$ cat config.mk
export PLATFORM = sky130hd
export DESIGN_NAME = multicycle_sequencer
export DESIGN_NICKNAME = d
export VERILOG_FILES = /design/src/rtl/risc16_pkg.sv /design/src/rtl/opcode_decoder.sv /design/src/rtl/multicycle_sequencer.sv
export SDC_FILE = /design/constraint.sdc
export NUM_CORES = 1
export LEC_CHECK = 0
export CORE_MARGIN = 2
export CORE_UTILIZATION = 30
export CTS_BUF_LIST = sky130_fd_sc_hd__clkbuf_16
export CTS_CLUSTER_DIAMETER = 30
export CTS_CLUSTER_SIZE = 28
export DETAILED_ROUTE_END_ITERATION = 8
export GPL_TIMING_DRIVEN = 0
export PLACE_DENSITY_LB_ADDON = 0.12
export SETUP_SLACK_MARGIN = 0.1
export SYNTH_ARGS = -nofsm -noshare
export SYNTH_HDL_FRONTEND = slang
export SYNTH_SLANG_ARGS = --single-unit
export TNS_END_PERCENT = 30
$ cat constraint.sdc
create_clock -name clk -period 1.9 [get_ports clk]
set_input_delay 0.285 -clock clk [delete_from_list [all_inputs] [get_ports clk]]
set_output_delay 0.285 -clock clk [all_outputs]
set_load 0.005 [all_outputs]
$ cat src/rtl/risc16_pkg.sv
// risc16_pkg: opcode, ALU-op, sequencer state and trap-cause encodings for the risc16 control path
package risc16_pkg;
  localparam logic [3:0] OP_LW = 4'b0000;
  localparam logic [3:0] OP_SW = 4'b0001;
  localparam logic [3:0] OP_R_LO = 4'b0010;
  localparam logic [3:0] OP_R_HI = 4'b1001;
  localparam logic [3:0] OP_BEQ = 4'b1011;
  localparam logic [3:0] OP_BNE = 4'b1100;
  localparam logic [3:0] OP_JMP = 4'b1101;
  localparam logic [1:0] ALU_OP_MEM = 2'b00;
  localparam logic [1:0] ALU_OP_BR = 2'b01;
  localparam logic [1:0] ALU_OP_R = 2'b10;
  localparam logic [2:0] ST_IDLE = 3'd0;
  localparam logic [2:0] ST_FETCH = 3'd1;
  localparam logic [2:0] ST_DECODE = 3'd2;
  localparam logic [2:0] ST_EXEC = 3'd3;
  localparam logic [2:0] ST_MEM = 3'd4;
  localparam logic [2:0] ST_WB = 3'd5;
  localparam logic [2:0] ST_TRAP = 3'd6;
  localparam logic [1:0] TC_ILLEGAL = 2'b01;
  localparam logic [1:0] TC_IMEM = 2'b10;
  localparam logic [1:0] TC_DMEM = 2'b11;
  typedef struct packed {
    logic       jump;
    logic       beq;
    logic       bne;
    logic       alu_src;
    logic       reg_dst;
    logic       mem_to_reg;
    logic [1:0] alu_op;
  } dec_t;
endpackage

$ cat src/rtl/opcode_decoder.sv
// opcode_decoder: combinational opcode to decode-level bundle, shared with the single-cycle control path
module opcode_decoder
  import risc16_pkg::*;
(
  input  logic [3:0] opcode_i,
  output dec_t       dec_o,
  output logic       illegal_o
);
  logic is_r;
  always_comb begin
    is_r = opcode_i >= OP_R_LO && opcode_i <= OP_R_HI;
    dec_o = '0;
    dec_o.jump = opcode_i == OP_JMP;
    dec_o.beq = opcode_i == OP_BEQ;
    dec_o.bne = opcode_i == OP_BNE;
    dec_o.alu_src = opcode_i == OP_LW || opcode_i == OP_SW;
    dec_o.reg_dst = is_r;
    dec_o.mem_to_reg = opcode_i == OP_LW;
    dec_o.alu_op = is_r ? ALU_OP_R : (dec_o.beq || dec_o.bne) ? ALU_OP_BR : ALU_OP_MEM;
    illegal_o = !(dec_o.alu_src || is_r || dec_o.beq || dec_o.bne || dec_o.jump);
  end
endmodule

$ cat src/rtl/multicycle_sequencer.sv
// multicycle_sequencer: FETCH/DECODE/EXEC/MEM/WB control FSM with memory handshakes, timeout trap and retire counter
module multicycle_sequencer
  import risc16_pkg::*;
#(
  parameter int WAIT_LIMIT = 15,
  parameter int CNT_W = 16
) (
  input  logic             clk,
  input  logic             reset,
  input  logic             run,
  input  logic [3:0]       opcode,
  input  logic             imem_ready,
  input  logic             dmem_ready,
  output logic             imem_req,
  output logic             ir_write,
  output logic             pc_inc,
  output logic             branch_eval,
  output logic             jump,
  output logic             beq,
  output logic             bne,
  output logic             alu_src,
  output logic             reg_dst,
  output logic             mem_to_reg,
  output logic [1:0]       alu_op,
  output logic             mem_read,
  output logic             mem_write,
  output logic             reg_write,
  output logic             busy,
  output logic             trap,
  output logic [1:0]       trap_cause,
  output logic [CNT_W-1:0] retired
);
  logic [2:0] state_q, state_d;
  logic [7:0] wcnt_q, wcnt_d;
  logic [1:0] cause_q, cause_d;
  logic [CNT_W-1:0] ret_q, ret_d;
  logic trap_q, trap_d, illegal, rdy, timeout, is_br, retire;
  dec_t dec, lv_q, lv_d;
  opcode_decoder u_dec (.opcode_i(opcode), .dec_o(dec), .illegal_o(illegal));
  always_comb begin
    rdy = state_q == ST_FETCH ? imem_ready : dmem_ready;
    timeout = !rdy && wcnt_q == 8'(WAIT_LIMIT - 1);
    is_br = lv_q.jump || lv_q.beq || lv_q.bne;
    retire = (state_q == ST_EXEC && is_br) || state_q == ST_WB ||
             (state_q == ST_MEM && !lv_q.mem_to_reg && dmem_ready);
    case (state_q)
      ST_IDLE:   state_d = run ? ST_FETCH : ST_IDLE;
      ST_FETCH:  state_d = imem_ready ? ST_DECODE : timeout ? ST_TRAP : ST_FETCH;
      ST_DECODE: state_d = illegal ? ST_TRAP : ST_EXEC;
      ST_EXEC:   state_d = lv_q.reg_dst ? ST_WB : ST_MEM;
      ST_MEM:    state_d = dmem_ready ? ST_WB : timeout ? ST_TRAP : ST_MEM;
      default:   state_d = state_q;
    endcase
    // every retiring state re-samples run at the instruction boundary
    if (retire) state_d = run ? ST_FETCH : ST_IDLE;
    trap_d = trap_q || state_d == ST_TRAP;
    cause_d = (state_d == ST_TRAP && state_q != ST_TRAP) ?
              (state_q == ST_FETCH ? TC_IMEM : state_q == ST_MEM ? TC_DMEM : TC_ILLEGAL) : cause_q;
    wcnt_d = (state_q == ST_FETCH || state_q == ST_MEM) && !rdy ? wcnt_q + 8'd1 : 8'd0;
    lv_d = (state_d == ST_EXEC || state_d == ST_MEM || state_d == ST_WB) ?
           (state_q == ST_DECODE ? dec : lv_q) : '0;
    ret_d = retire ? ret_q + CNT_W'(1) : ret_q;
  end
  always_ff @(posedge clk) begin
    if (reset) begin
      state_q <= ST_IDLE;
      wcnt_q <= '0;
      cause_q <= '0;
      trap_q <= 1'b0;
      lv_q <= '0;
      ret_q <= '0;
    end else begin
      state_q <= state_d;
      wcnt_q <= wcnt_d;
      cause_q <= cause_d;
      trap_q <= trap_d;
      lv_q <= lv_d;
      ret_q <= ret_d;
    end
  end
  assign imem_req = !reset && state_q == ST_FETCH;
  assign ir_write = imem_req && imem_ready;
  assign pc_inc = ir_write;
  assign branch_eval = !reset && state_q == ST_EXEC && is_br;
  assign mem_read = !reset && state_q == ST_MEM && lv_q.mem_to_reg;
  assign mem_write = !reset && state_q == ST_MEM && !lv_q.mem_to_reg;
  assign reg_write = !reset && state_q == ST_WB;
  assign busy = !reset && state_q != ST_IDLE && state_q != ST_TRAP;
  assign {jump, beq, bne, alu_src, reg_dst, mem_to_reg, alu_op} = lv_q;
  assign trap = trap_q;
  assign trap_cause = cause_q;
  assign retired = ret_q;
endmodule

==> results of run 1 <==
-- worst paths after layout --
path | start | endpoint | slack, ns
max | state_q[2] | branch_eval | 0.1
min reg2reg | wcnt_q[0] | wcnt_q[0] | 0.46
max reg2reg | state_q[2] | trap_cause[0] | 0.1
min | wcnt_q[0] | wcnt_q[0] | 0.46
-- power by group through the flow --
stage,combinational (W),clock [W],sequential [W]
2_1_floorplan,0.0000652,0,0.000800
3_3_place_gp,0.000114,0,0.000800
3_5_place_dp,0.000114,0,0.000800
4_1_cts,0.000140,0.000965,0.000784
5_1_grt,0.000161,0.000992,0.000784
6_report,0.000148,0.000939,0.000784
-- per-layer routing --
layer / vias up / share of wire / wire length (um) / track usage
met4: 0 / 0.012 / 61 / 0.0390
li1: 942 / - / - / -
met3: 7 / 0.039 / 200 / 0.0321
met2: 35 / 0.43 / 2200 / 0.203
met1: 878 / 0.52 / 2660 / 0.205
met5: - / 0 / 0 / 0
-- timing repair --
action                                  4_1_cts  5_1_grt
hold buffers                                  0        0
resized for setup                            48       12
setup buffers                                 7        7
pin swaps                                    12        6
endpoints found under the setup margin       21       23
-- critical path, delay by kind of cell, from the launching register on --
kind | cells | cell delay [ns]
buf+inv | 3 | 0.50
simple gates | 3 | 0.42
flops | 1 | 0.32
-- synth_stat cells, types with 2 or more instances --
library cell	number	area share
a2111oi_2	2	0.015
a211oi_1	3	0.011
a21bo_2	2	0.010
a21oi_1	11	0.028
a22oi_1	4	0.015
a32oi_1	2	0.0088
and2_1	4	0.013
and3_1	5	0.016
and4_1	2	0.0088
buf_2	3	0.0075
buf_4	3	0.011
buf_6	2	0.011
clkbuf_1	6	0.011
dfxtp_1	37	0.37
ha_1	3	0.019
inv_1	7	0.013
mux2i_1	2	0.010
nand2_1	15	0.028
nand3_1	10	0.025
nor2_1	33	0.062
nor2b_1	5	0.016
nor3_1	4	0.010
nor3_2	7	0.035
nor3b_1	2	0.0075
nor4_1	2	0.0063
o2111ai_1	2	0.0088
o21ai_0	8	0.020
o32ai_1	2	0.0088
or3_1	4	0.013
xnor2_1	11	0.048
xor2_1	7	0.031
-- per-stage QoR --
| step | TNS, ns | hold slack [ns] |
|---|---|---|
| floorplan | 0 | 0.430 |
| global placement | -6.28 | 0.450 |
| detailed placement | -5.76 | 0.448 |
| CTS | 0 | 0.466 |
| global route | 0 | 0.498 |
| finish | 0 | 0.461 |
-- cell families (layout without fill, tap and decap cells) --
kind of cell    Yosys count  in the layout  synth area share
mux                       3              3            0.0157
fa+ha+maj                 3              3            0.0189
flops                    37             37             0.372
simple gates            102            102             0.280
compound gates           47             47             0.180
buf+inv                  21             86            0.0547
xor+xnor                 18             18            0.0792
-- layout make-up --
type                            count  area share
Buffer                             14      0.0476
Tap cell                           77      0.0324
Sequential cell                    37       0.250
Timing Repair Buffer               57       0.178
Clock buffer                        5      0.0421
Multi-Input combinational cell    173       0.428
Clock inverter                      3      0.0139
Inverter                            7     0.00884
==> impl_metrics.py, run 1 <==
metrics = {
    "critical_path": {
        "required_ns": 1.62,
        "setup.worst_path.class": "reg -> out",
        "crit_path_top_delay_cell": "dfxtp_2",
        "worstSetupStartpointType": "flop",
        "cp-end-kind": "output port",
        "cp_cell_sequence": "buf_8 > and2b_2 > nand3_4 > buf_6 > nor2_1 > dlygate4sd2_1",
        "slowest_delay_ns": 0.32,
        "worst_ep_arrival_time_ns": 1.52,
        "r2r_cells": 8,
        "cp_max_fo": 9,
    },
    "yosys": {
        "async_flop_share": 0,
        "yosysUniqueCellTypes": 52,
        "synth.avg_cell_area_um2": 8.62,
        "ys_warn_count": 0,
        "synth_edf_count": 0,
        "mappedNetlistArea_um2": 1990,
        "netlist_instances": 231,
        "ys.flop_type": "dfxtp_1",
        "ys_ff_latch": 37,
        "syn-num-nets": 243,
        "ys_seq_area_frac": 0.372,
    },
    "finish": {
        "syn2layout_area_growth_pct": 49.3,
        "register_area_um2": 743,
        "num_antenna_cells": 0,
        "final_cell_mix": "dfxtp_1 (35), clkdlybuf4s50_1 (34), nor2_1 (31), buf_4 (15), nand2_1 (14)",
        "fin_cells": 373,
        "multi_input_area_um2": 1270,
        "final_common_cell": "dfxtp_1",
        "design_area_um2": 2970,
        "fin_nets": 307,
        "largest_register_ffs": 16,
        "fill_cells": 627,
        "layout-drive-gt1-share": 0.247,
        "fin_util": 0.466,
    },
    "clock_tree": {
        "clk_pin_slew_ns": 0.06,
        "htreeDepth": 2,
        "ctsRootBufferMaster": "clkbuf_16",
        "cts_buffers": 5,
        "cts_tree": "built",
        "cts_sinks": 37,
        "clk_latency_ns": 0.28,
        "cts_buffer_depth": 2,
    },
    "floorplan": {
        "num_rows": 29,
        "boundaryPins": 44,
        "die_x_um": 85.5,
        "start_util": 0.312,
        "dieHeight_um": 85.5,
        "core_area_um2": 6390,
        "die-area_um2": 7300,
    },
    "placement": {
        "io_buffer_count": 43,
        "place_inst": 351,
        "gp_congestion": 0.728,
        "post-place-ws_ns": -0.619,
        "place_hpwl_mm": 3.51,
        "place_area_um2": 2520,
    },
    "sta": {
        "drv_slew": 0,
        "tightest_slew_ns": 0.382,
        "grt_setup_unrepaired": "true",
        "fin_crit_sh": 0.949,
        "max_freq_mhz": 555,
        "setup_viol": 0,
        "slew_headroom": 0.743,
        "fin_crit_ns": 1.80,
        "skew_ns": 0.00432,
        "hold_viol": 0,
        "fin_ws_ns": 0.0968,
    },
    "power": {
        "p_per_area_nw_per_um2": 630,
        "p_leak_nw": 1.05,
        "internal-power_w": 0.00146,
        "ir_worst_vdd_mv": 0.472,
        "finalPower_w": 0.00187,
        "combPwrFrac": 0.079,
        "switchingPower_w": 0.000410,
        "power.share.clock": 0.502,
        "share_seq_of_total_power": 0.419,
        "switching_share": 0.219,
    },
    "min_path": {
        "hold_class": "reg -> reg",
        "whs_path_depth": 1,
    },
    "global_routing": {
        "grt_max_degree": 13,
        "antenna_found_initial": 0,
        "grt_pass1_wl_mm": 8.20,
        "first_global_vias": 1652,
        "grt_overflow_total": 0,
        "grt_usage": 0.139,
    },
    "drt": {
        "via_per_inst": 4.99,
        "via_count": 1862,
        "ant_nets": 0,
        "wirelength_mm": 5.11,
        "drtPass1Iterations": 4,
        "drc_errors": 0,
        "avgRoutedWirePerCell_um": 13.7,
        "dr.first_iter.drc_count": 138,
    },
    "job": {
        "maxCapViolations": 0,
    },
    "status": {
        "status": "finished clean",
    },
}
Note: power is estimated with default switching activity, not from simulation.
==> inputs of run 2 (changes only) <==
- GPL_ROUTABILITY_DRIVEN: not set -> 1
- HOLD_SLACK_MARGIN: not set -> 0.02
- REMOVE_ABC_BUFFERS: not set -> 1
==> run 2 against run 1 <==
  * Sequential share of layout area up 2.5 points
  * Clock skew down 0.00066 ns
  * First-iteration DRC count down 55%
  * Via count down 4.1%
  * Non-clock buffer count down 16
  * Clock-buffer cell count unchanged
  * Worst setup slack better by 0.013 ns
  * Critical path depth down 1
  * Global-route usage down 0.37 points
  * Register-to-register slack about the same
  * Core utilization down 3.8 points
  * Cell count down 4.0%
  * Critical path type is now reg -> reg
  * Largest power group is now sequential cells
  * Highest routed layer unchanged
==> impl_metrics.py, run 2 (synthesis results as in run 1) <==
metrics = {
    "status": {
        "status": "finished clean",
    },
    "floorplan": {
        "die_x_um": 85.5,
        "start_util": 0.312,
        "num_rows": 29,
        "boundaryPins": 44,
        "core_area_um2": 6390,
        "dieHeight_um": 85.5,
        "die-area_um2": 7300,
    },
    "drt": {
        "via_count": 1786,
        "wirelength_mm": 4.76,
        "dr.first_iter.drc_count": 62,
        "ant_nets": 0,
        "drc_errors": 0,
        "drtPass1Iterations": 4,
        "avgRoutedWirePerCell_um": 13.3,
        "via_per_inst": 4.99,
    },
    "sta": {
        "setup_viol": 0,
        "fin_ws_ns": 0.110,
        "fin_crit_ns": 1.79,
        "skew_ns": 0.00366,
        "hold_ws_ns": 0.451,
        "drv_slew": 0,
        "slew_headroom": 0.608,
        "tightest_slew_ns": 0.588,
        "max_freq_mhz": 559,
        "fin_crit_sh": 0.942,
        "hold_viol": 0,
        "grt_setup_unrepaired": "true",
    },
    "placement": {
        "post-place-ws_ns": -0.841,
        "place_area_um2": 2430,
        "place_hpwl_mm": 3.21,
        "place_inst": 337,
        "gp_congestion": 0.765,
        "io_buffer_count": 43,
    },
    "finish": {
        "largest_register_ffs": 16,
        "final_common_cell": "clkdlybuf4s50_1",
        "fin_cells": 358,
        "fin_nets": 292,
        "final_cell_mix": "clkdlybuf4s50_1 (35), dfxtp_1 (34), nor2_1 (31), nand2_1 (14), buf_4 (12)",
        "num_antenna_cells": 0,
        "syn2layout_area_growth_pct": 37.2,
        "layout-drive-gt1-share": 0.185,
        "design_area_um2": 2730,
    },
    "global_routing": {
        "antenna_found_initial": 0,
        "grt_max_degree": 31,
        "grt_pass1_wl_mm": 7.96,
        "grt_overflow_total": 0,
        "grt_usage": 0.136,
        "first_global_vias": 1600,
    },
    "clock_tree": {
        "cts_buffers": 5,
        "clk_latency_ns": 0.27,
        "cts_tree": "built",
        "cts_buffer_depth": 2,
        "ctsRootBufferMaster": "clkbuf_16",
        "cts_sinks": 37,
        "ctsHoldBuffers": 0,
        "clk_pin_slew_ns": 0.06,
        "htreeDepth": 2,
    },
    "critical_path": {
        "setup.worst_path.class": "reg -> reg",
        "worst_ep_arrival_time_ns": 1.97,
        "required_ns": 2.08,
        "cp_max_fo": 6,
        "worstSetupStartpointType": "flop",
        "cp-end-kind": "flop",
    },
    "job": {
        "maxCapViolations": 0,
    },
    "min_path": {
        "hold_class": "reg -> reg",
    },
    "power": {
        "p_leak_nw": 0.938,
        "ir_worst_vdd_mv": 0.411,
        "finalPower_w": 0.00168,
        "p_per_area_nw_per_um2": 614,
    },
}
run 2: final cells by class:
class	instances	area [um^2]
repair buffers	55	507
clock buffers	5	125
well taps	77	96.3
multi-input cells	174	1210
fillers	646	3650
clock inverters	3	13.8
inverters	7	26.3
flip-flops and latches	37	752
run 2: worst paths after layout:
check	start	to	cells past startpoint	slack [ns]
setup / recovery	bne	trap_cause[0]	5	0.11
setup reg to reg	bne	trap_cause[0]	5	0.11
hold / removal	trap	trap	2	0.45
hold reg to reg	trap	trap	2	0.45
run 2: metal layers:
| metal | vias up | share of wire | global-route usage |
|---|---|---|---|
| li1 | 917 | - | - |
| met1 | 843 | 0.52 | 0.192 |
| met2 | 24 | 0.44 | 0.202 |
| met3 | 2 | 0.034 | 0.0370 |
| met4 | 0 | 0.0061 | 0.0390 |
| met5 | - | 0 | 0 |
run 2: worst max-delay path, cell delays in order, from the launching register on:
cell and delay (ns):
dfxtp_1 0.33, or3_4 0.42, and3_4 0.22, o32ai_1 0.24
or3b_1 0.39, o32ai_1 0.10
run 2: timing repair:
action | CTS | global route
endpoints found under the hold margin | 0 | 0
resized for setup | 30 | 2
endpoints found under the setup margin | 39 | 10
pin swaps | 1 | 1
gates cloned | 0 | 1
buffers inserted | 7 | 5
run 2: report_power, final:
part	switching [W]	total (W)	internal, W
registers	0.00000667	0.000784	0.000777
logic	0.0000648	0.000116	0.0000508
clock network	0.000303	0.000778	0.000476
total	0.000374	0.00168	0.00130
run 2: through the flow:
step / TNS [ns] / util
after floorplan: -0.0111 / -
after global placement: -15.90 / 0.381
after detailed placement: -16.07 / 0.381
after global routing: 0 / 0.428
final: 0 / 0.428
after CTS: 0 / 0.418
